[src/rtl/iis_pkg.sv]
// Shared definitions for the I2S master transmitter: frame geometry, rate
// select encoding and the rate-to-half-period mapping.
package iis_pkg;

  localparam int unsigned FRAME_BITS = 64;
  localparam int unsigned SLOT_BITS  = 32;

  // Rate select; the encoding is the log2 of the BCLK half-period in clk cycles
  typedef enum logic [1:0] {
    SR_384K = 2'd0,
    SR_192K = 2'd1,
    SR_96K  = 2'd2,
    SR_48K  = 2'd3
  } sr_sel_e;

  // BCLK half-period H in clk cycles for a given rate select
  function automatic logic [3:0] half_period(input sr_sel_e sel);
    return 4'd1 << sel;
  endfunction

endpackage

[src/rtl/iis_bclk_div.sv]
// BCLK generator: half-period counter, bclk register and fall-event strobe.
// The rate select is tracked while disabled and otherwise re-latched only on
// the fall event that starts a new frame, so a frame always runs at one rate.
module iis_bclk_div
  import iis_pkg::*;
(
  input  logic       clk,
  input  logic       rst_n,
  input  logic       en_i,
  input  logic [1:0] sr_sel_i,
  input  logic       frame_wrap_i, // bit counter is at its last bit
  output logic       bclk_o,
  output logic       fall_o
);

  logic [2:0] hc_q, hc_d;
  logic       bclk_q, bclk_d;
  sr_sel_e    sel_q, sel_d;
  logic [2:0] hc_last;

  assign hc_last = 3'(half_period(sel_q) - 4'd1);
  // Strobe is combinational so the top can update its outputs on the same edge
  assign fall_o  = en_i && bclk_q && (hc_q == hc_last);
  assign bclk_o  = bclk_q;

  // Next-state for the half-period counter, bclk and latched rate
  always_comb begin
    hc_d   = hc_q;
    bclk_d = bclk_q;
    sel_d  = sel_q;
    if (!en_i) begin
      hc_d   = 3'd0;
      bclk_d = 1'b0;
      sel_d  = sr_sel_e'(sr_sel_i);
    end else if (hc_q == hc_last) begin
      hc_d   = 3'd0;
      bclk_d = !bclk_q;
      if (bclk_q && frame_wrap_i) begin
        sel_d = sr_sel_e'(sr_sel_i);
      end
    end else begin
      hc_d = hc_q + 3'd1;
    end
  end

  // Divider state registers
  always_ff @(posedge clk or negedge rst_n) begin
    if (!rst_n) begin
      hc_q   <= 3'd0;
      bclk_q <= 1'b0;
      sel_q  <= SR_384K;
    end else begin
      hc_q   <= hc_d;
      bclk_q <= bclk_d;
      sel_q  <= sel_d;
    end
  end

endmodule

[src/rtl/iis_tx_master.sv]
// I2S master transmitter: one-pair input buffer, 64-bit frame shifter, bit
// counter and word select, serialising MSB-first in standard I2S format.
// Optional feature: define IIS_TX_UNDERRUN_CNT_EN to add a saturating 16-bit
// underrun counter on underrun_cnt_o.
module iis_tx_master
  import iis_pkg::*;
#(
  parameter int unsigned DATA_W = 32
) (
  input  logic              clk,
  input  logic              rst_n,
  input  logic              en,
  input  logic [1:0]        sr_sel,
  input  logic              s_valid,
  output logic              s_ready,
  input  logic [DATA_W-1:0] s_left,
  input  logic [DATA_W-1:0] s_right,
  output logic              bclk_o,
  output logic              lrck_o,
  output logic              sdata_o,
  output logic              underrun_o
`ifdef IIS_TX_UNDERRUN_CNT_EN
  ,
  output logic [15:0]       underrun_cnt_o
`endif
);

  localparam int unsigned ShW = 2 * DATA_W;

  logic              fall, load;
  logic [5:0]        bit_cnt_q, bit_cnt_d;
  logic              lrck_q, lrck_d;
  logic [ShW-1:0]    sh_q, sh_d;
  logic              underrun_q, underrun_d;
  logic              buf_full_q, buf_full_d;
  logic              s_ready_q, s_ready_d;
  logic [DATA_W-1:0] buf_l_q, buf_l_d, buf_r_q, buf_r_d;

  iis_bclk_div u_bclk_div (
    .clk          (clk),
    .rst_n        (rst_n),
    .en_i         (en),
    .sr_sel_i     (sr_sel),
    .frame_wrap_i (bit_cnt_q == 6'(FRAME_BITS - 1)),
    .bclk_o       (bclk_o),
    .fall_o       (fall)
  );

  // Load happens on the fall event that moves the bit counter to 1
  assign load       = fall && (bit_cnt_q == 6'd0);
  assign lrck_o     = lrck_q;
  assign sdata_o    = sh_q[ShW-1];
  assign underrun_o = underrun_q;
  assign s_ready    = s_ready_q;

  // Next-state for the frame datapath and the input buffer
  always_comb begin
    bit_cnt_d  = bit_cnt_q;
    lrck_d     = lrck_q;
    sh_d       = sh_q;
    underrun_d = 1'b0;
    buf_full_d = buf_full_q;
    buf_l_d    = buf_l_q;
    buf_r_d    = buf_r_q;

    if (!en) begin
      bit_cnt_d = 6'(FRAME_BITS - 1);
      lrck_d    = 1'b0;
      sh_d      = '0;
    end else if (fall) begin
      bit_cnt_d = bit_cnt_q + 6'd1;
      lrck_d    = bit_cnt_d[5];
      if (load) begin
        if (buf_full_q) begin
          sh_d = {buf_l_q, buf_r_q};
        end else begin
          sh_d       = '0;
          underrun_d = 1'b1;
        end
      end else begin
        sh_d = {sh_q[ShW-2:0], 1'b0};
      end
    end

    // s_ready is low whenever the buffer is full, so load and accept never collide
    if (load && buf_full_q) begin
      buf_full_d = 1'b0;
    end else if (s_valid && s_ready_q) begin
      buf_full_d = 1'b1;
      buf_l_d    = s_left;
      buf_r_d    = s_right;
    end
    s_ready_d = !buf_full_d;
  end

  // Datapath and buffer registers
  always_ff @(posedge clk or negedge rst_n) begin
    if (!rst_n) begin
      bit_cnt_q  <= 6'(FRAME_BITS - 1);
      lrck_q     <= 1'b0;
      sh_q       <= '0;
      underrun_q <= 1'b0;
      buf_full_q <= 1'b0;
      s_ready_q  <= 1'b1;
      buf_l_q    <= '0;
      buf_r_q    <= '0;
    end else begin
      bit_cnt_q  <= bit_cnt_d;
      lrck_q     <= lrck_d;
      sh_q       <= sh_d;
      underrun_q <= underrun_d;
      buf_full_q <= buf_full_d;
      s_ready_q  <= s_ready_d;
      buf_l_q    <= buf_l_d;
      buf_r_q    <= buf_r_d;
    end
  end

`ifdef IIS_TX_UNDERRUN_CNT_EN
  logic [15:0] ucnt_q;

  // Saturating count of underrun pulses, cleared only by reset
  always_ff @(posedge clk or negedge rst_n) begin
    if (!rst_n) begin
      ucnt_q <= 16'd0;
    end else if (underrun_q && (ucnt_q != 16'hFFFF)) begin
      ucnt_q <= ucnt_q + 16'd1;
    end
  end

  assign underrun_cnt_o = ucnt_q;
`endif

endmodule

[config.mk]
export PLATFORM = sky130hd
export DESIGN_NAME = iis_tx_master
export DESIGN_NICKNAME = d
export VERILOG_FILES = /design/src/rtl/iis_pkg.sv /design/src/rtl/iis_bclk_div.sv /design/src/rtl/iis_tx_master.sv
export SDC_FILE = /design/constraint.sdc
export NUM_CORES = 1
export LEC_CHECK = 0
export BUFFER_PORTS_ARGS = -buffer_cell sky130_fd_sc_hd__buf_2
export CORE_UTILIZATION = 25
export DETAILED_ROUTE_END_ITERATION = 8
export GPL_TIMING_DRIVEN = 0
export HOLD_SLACK_MARGIN = 0.03
export PLACE_DENSITY = 0.38
export SYNTH_ARGS = -nofsm -noshare
export SYNTH_HDL_FRONTEND = slang
export SYNTH_HIERARCHICAL = 1
export SYNTH_SLANG_ARGS = --single-unit
[constraint.sdc]
create_clock -name clk -period 4.2 [get_ports clk]
set_clock_uncertainty 0.1 [all_clocks]
set_input_delay 0.84 -clock clk [delete_from_list [all_inputs] [get_ports clk]]
set_output_delay 0.84 -clock clk [all_outputs]
set_load 0.02 [all_outputs]
After elaboration in Yosys (flattened, before gate mapping):

Index checks and enable logic that the tools add are counted.

* register bits after elaboration: 144
* input port bits: 70
* output and inout port bits: 5
* word-level logic and storage cells: 53

* add/sub/neg operators: 3
* equality and inequality tests: 5
* shifts and indexed selects: 1
* muxes and demuxes: 21
* bitwise logic cells: 1
* reduce and logical (&&, ||, !) cells: 11

Operators with widths (count)
* two-way mux 64 bit: 4
* two-way mux 6 bit: 2
* two-way mux 1 bit: 10
* adder 6 x 1 -> 6 bit (second input constant): 1
* == test 6 bit (second input constant): 1
* logical AND 1 bit: 6
* logical NOT 6 bit: 1
* two-way mux 2 bit: 3
* two-way mux 3 bit: 2
* inequality test 2 x 1 -> 1 bit (second input constant): 3
* AND reduction 2 bit: 2
* adder 3 x 1 -> 3 bit (second input constant): 1
* == test 3 bit: 1
* left shift 1 x 2 -> 3 bit (first input constant): 1
* subtractor 3 x 1 -> 3 bit (second input constant): 1
* logical NOT 1 bit: 2
* inverter 1 bit: 1

Depth between registers and ports, before layout:

* word-level depth: 8
* mapped depth: 11
* mapped depth without buffers: 7

Modules after synthesis:

The synthesis kept the hierarchy.

By module, submodules not included
* iis_tx_master: times used 1, cells each 556, area each 6536.3 sq um, seq. area each 3462.1 sq um
* iis_bclk_div: times used 1, cells each 28, area each 312.8 sq um, seq. area each 150.1 sq um

Least setup slack after synthesis:

Ideal clock, no wire load.

* kind: reg-to-reg
* from: register u_bclk_div.sel_q[0]
* to: register buf_l_q[0]
* library setup time: 125 ps
* arrival time: 2120 ps
* required time: 3975 ps
* slack: 1855 ps
* stages on the path, launching flop included: 9
* path buffers: 2
* period minus slack after synthesis: 2345 ps
* path through: dfrtp_1 -> xnor2_1 -> a32o_1 -> a21oi_2 -> nor2_1 -> buf_2 -> a41oi_4 -> buf_6 -> mux2_4

* longest elaborated chain between the ends: 8

Ends and longest elaborated chain
* start: declaration: line iis_bclk_div.sv:18 `sr_sel_e sel_q, sel_d;`
* start signal: assignment: line iis_bclk_div.sv:55 `sel_q <= sel_d;`
* left shift 1 x 2 -> 3 bit: line iis_pkg.sv:18 `return 4'd1 << sel;`
* subtractor 3 x 1 -> 3 bit: line iis_bclk_div.sv:21 `assign hc_last = 3'(half_period(sel_q) - 4'd1);`
* == test 3 bit: line iis_bclk_div.sv:23 `assign fall_o = en_i && bclk_q && (hc_q == hc_last);`
* logical AND 1 bit: line iis_bclk_div.sv:23
* named net fall: line iis_tx_master.sv:30 `logic fall, load;`
* logical AND 1 bit: line iis_tx_master.sv:50 `assign load = fall && (bit_cnt_q == 6'd0);`
* logical AND 1 bit: line iis_tx_master.sv:86 `if (load && buf_full_q) begin`
* inverter 1 bit (no line)
* AND reduction 2 bit (no line)
* end signal: assignment: line iis_tx_master.sv:114 `buf_l_q <= buf_l_d;`
* end: declaration: line iis_tx_master.sv:37 `logic [DATA_W-1:0] buf_l_q, buf_l_d, buf_r_q, buf_r_d;`

The timed path passes the listed nets, and every way through them passes these cells.
A chain may end at the register's enable or synchronous reset.

Final worst setup path:

* from: register u_bclk_div.sel_q[1]
* to: register sh_q[24]

* longest elaborated chain between the ends: 8
* elaborated cells between the ends (all ways): 9
* those cells by class: add/sub (1); eq/ne (2); shift (1); mux (3); reduce/logical (2)

Ends and longest elaborated chain
* left shift 1 x 2 -> 3 bit (*): line iis_pkg.sv:18
* subtractor 3 x 1 -> 3 bit (*): line iis_bclk_div.sv:21
* == test 3 bit (*): line iis_bclk_div.sv:23
* logical AND 1 bit (*): line iis_bclk_div.sv:23
* named net fall: line iis_tx_master.sv:30
* logical AND 1 bit: line iis_tx_master.sv:50
* two-way mux 64 bit: line iis_tx_master.sv:73 `if (load) begin`
* two-way mux 64 bit: line iis_tx_master.sv:70 `end else if (fall) begin`
* two-way mux 64 bit: line iis_tx_master.sv:66 `if (!en) begin`
* end signal: assignment: line iis_tx_master.sv:101 `sh_q <= '0;`
* end signal: assignment: line iis_tx_master.sv:110 `sh_q <= sh_d;`
* end: declaration: line iis_tx_master.sv:33 `logic [ShW-1:0] sh_q, sh_d;`

Mark *: on every way through the listed nets, which the timed path passes. The rest lies on a longest branch. The select of a mux whose other input is x is not followed.

==> flow_summary_export.csv <==
group,metric,value,unit
sta,rsz0062_at_grt,"no",
critical_path,start_kind,"register",
synthesis,synth_top_area_share,50.1,%
sta,maxSlewHeadroom,52.6,%
synthesis,yosysSeqAreaShare,52.7,%
clock_network,cts_setup_buffers,0,
critical_path,setup.worst_path.class,"register to register",
power,p_leak,3.37,nW
synthesis,async_reset_ff_share,100,%
worst_hold_path,hp-class,"input port to asynchronous set/reset pin",
synthesis,ys_top_cells_by_count,"137 x dfrtp_1, 128 x o211ai_1, 71 x nand2_1",
sta,hold_ws,341,ps
power,ir_worst_vdd,0.278,mV
clock_network,ctsRootBufferMaster,"clkbuf_16",
place,gp_congestion,0.726,
synthesis,yosys_warnings,6,
power,p_int,3.27,mW
sta,finalSetupViolCount,0,
power,clock_power_share,37.3,%
global_routing,antenna_found_initial,0,
routing,vias_per_cell,4.80,
critical_path,end_kind,"register",
routing,totalWireLength,17300,um
synthesis,ys_seq_elements,144,
global_routing,grt.overflow.total,0,
power,seqPwrFrac,44.3,%
die,top_level_ports,75,
die,start_util,25.4,%
die,row_count,60,
power,p_sw_share,25.7,%
synthesis,synth_edf_count,0,
die,fp.dieH,168,um
sta,hold_viol,0,
place,hpwl,11400,um
routing,vias,4950,
routing,wl_per_cell,16.8,um
global_routing,grt_max_degree,76,
final_layout,layout-drive-gt1-share,28.9,%
die,core_area,27000,um^2
critical_path,worstPathMaxFanout,10,
final_layout,antenna_cells,0,
global_routing,grt_pass1_vias,5460,
synthesis,synthTopCellsByArea,"dfrtp_1 50%, o211ai_1 14%, mux2_4 13%, nand3_1 5.0%, nand2_1 3.9%",
flow_run,cap_violations,0,
power,power_density,529,nW/um^2
synthesis,avgSynthCellArea,11.7,um^2
synthesis,yosys.area.top_type,"dfrtp_1",
sta,fmax,0.338,GHz
critical_path,arrival,3180,ps
clock_network,cts.sinks,144,
clock_network,hold_buffers,0,
critical_path,required,4430,ps
clock_network,cts_resized,0,
power,power_switching,1.13,mW
final_layout,regArea,3610,um^2
final_layout,fillers,2741,
final_layout,postLayoutCellArea,8320,um^2
synthesis,syn-num-nets,657,
clock_network,cts_made_buffers,17,
final_layout,multiInputGateArea,2910,um^2
synthesis,synth_area,6850,um^2
routing,ant_nets,0,
final_layout,area_growth,21.4,%
die,die_area,28100,um^2
power,pwr-share-comb,18.4,%
routing,firstDrtPassIters,4,
synthesis,synth_cell_type_count,39,
synthesis,yosysMostFrequentCell,"dfrtp_1",
clock_network,tritoncts,"done",
routing,drt_iter0_drc,293,
sta,worst_pin_slew,709,ps
clock_network,clockBufferDepth,2,
clock_network,htreeDepth,4,
global_routing,grt_pass1_wl,29200,um
synthesis,syn_inst,584,
die,die_width,168,um
final_layout,nets,751,
routing,drcViolationCount,0,
clock_network,worstSkewPairLatency,420,ps
place,place.port_buffers,74,
clock_network,clk_pin_slew,60,ps
global_routing,track_usage,13.1,%
sta,slew_violations,0,
sta,fin_crit,2960,ps
synthesis,synth-main-ff-cell,"dfrtp_1",
sta,post-route-period-util,70.4,%
place,dpl-instance-area,7680,um^2
run_status,status,"completed",
## sequential cells by signal, summed over array words and instances, names as in the netlist
name               flops
sh_q                  64
underrun_o             1
u_bclk_div/bclk_o      1
buf_full_q             1
bit_cnt_q              6
u_bclk_div/hc_q        3
s_ready                1
buf_r_q               32
lrck_o                 1
u_bclk_div/sel_q       2
buf_l_q               32
## worst paths after layout
check                               startpoint           to  slack (ps)  cells after the start
max                        u_bclk_div/sel_q[1]     sh_q[24]        1240                     11
min                                      rst_n  buf_r_q[24]         340                      1
max reg2reg                u_bclk_div/sel_q[1]     sh_q[24]        1240                     11
min reg2reg                           sh_q[21]     sh_q[21]         410                      2
max in group asynchronous                rst_n   buf_r_q[7]        2810                      2
min in group clk                      sh_q[21]     sh_q[21]         410                      2
## power by group through the flow
| stage | logic [mW] | registers [mW] | clock network, mW |
|---|---|---|---|
| global placement | 0.798 | 1.98 | 0 |
| global route | 0.881 | 2.00 | 1.76 |
| CTS | 0.824 | 1.96 | 1.69 |
| finish | 0.808 | 1.95 | 1.64 |
| floorplan | 0.647 | 1.89 | 0 |
| detailed placement | 0.817 | 1.98 | 0 |
## per-stage QoR
step | power [mW] | instances | utilization [%] | worst slack, ps | setup TNS [ps]
finish | 4.40 | 1032 | 30.9 | 1240 | 0
global route | 4.64 | 1032 | 30.9 | 893 | 0
CTS | 4.48 | 1032 | 30.9 | 1190 | 0
detailed placement | 2.80 | 1000 | 28.5 | 1140 | 0
global placement | 2.78 | 999 | 28.4 | -89.5 | -10110
floorplan | 2.53 | 584 | - | 1860 | 0
## critical path: stages, from the launching register on
cell and delay, ps:
dfrtp_1 410, nor3_1 310, and2_0 230, a21oi_2 70, nor2_1 110, buf_2 210, and2_1 140, buf_2 290
buf_2 310, buf_1 400, o211ai_1 160, o211ai_1 120
## placed cells by master, fill, tap and decap left out, types with 4 or more instances in the layout
cell type / synthesis / routed
and2_1: 4 / 4
and3_1: 6 / 6
buf_2: 5 / 78
buf_6: 12 / 13
bufinv_16: 0 / 4
clkbuf_1: 37 / 37
clkbuf_16: 0 / 17
dfrtp_1: 137 / 137
dfstp_2: 7 / 7
mux2_2: 5 / 5
mux2_4: 60 / 60
nand2_1: 71 / 71
nand3_1: 68 / 68
o211ai_1: 128 / 128
## cell families (layout without fill, tap and decap cells)
family,Yosys count,in the layout,share of synthesized area [%]
muxes,68,68,14.4
AOI/OAI and AO/OA,140,140,15.6
xor gates and xnor gates,5,5,0.640
adders and majority gates,3,3,0.548
and+or+nand+nor,163,163,11.2
buffers and inverters,61,168,4.80
DFF,144,144,52.7
## layout make-up
| class | count | area share [%] |
|---|---|---|
| Buffer | 58 | 3.82 |
| Timing Repair Buffer | 75 | 4.86 |
| Clock inverter | 13 | 2.23 |
| Inverter | 3 | 0.135 |
| Sequential cell | 144 | 43.4 |
| Tap cell | 341 | 5.13 |
| Multi-Input combinational cell | 379 | 35.0 |
| Clock buffer | 19 | 5.45 |
## routing by layer
layer / global-route usage, % / vias to the layer above / wire length, um
met1: 17.8 / 2495 / 8500
met2: 21.0 / 81 / 8230
li1: - / 2364 / -
met3: 2.81 / 10 / 437
met5: 0 / - / 0
met4: 3.59 / 0 / 135
No activity file was read; power rests on OpenSTA's default activity.
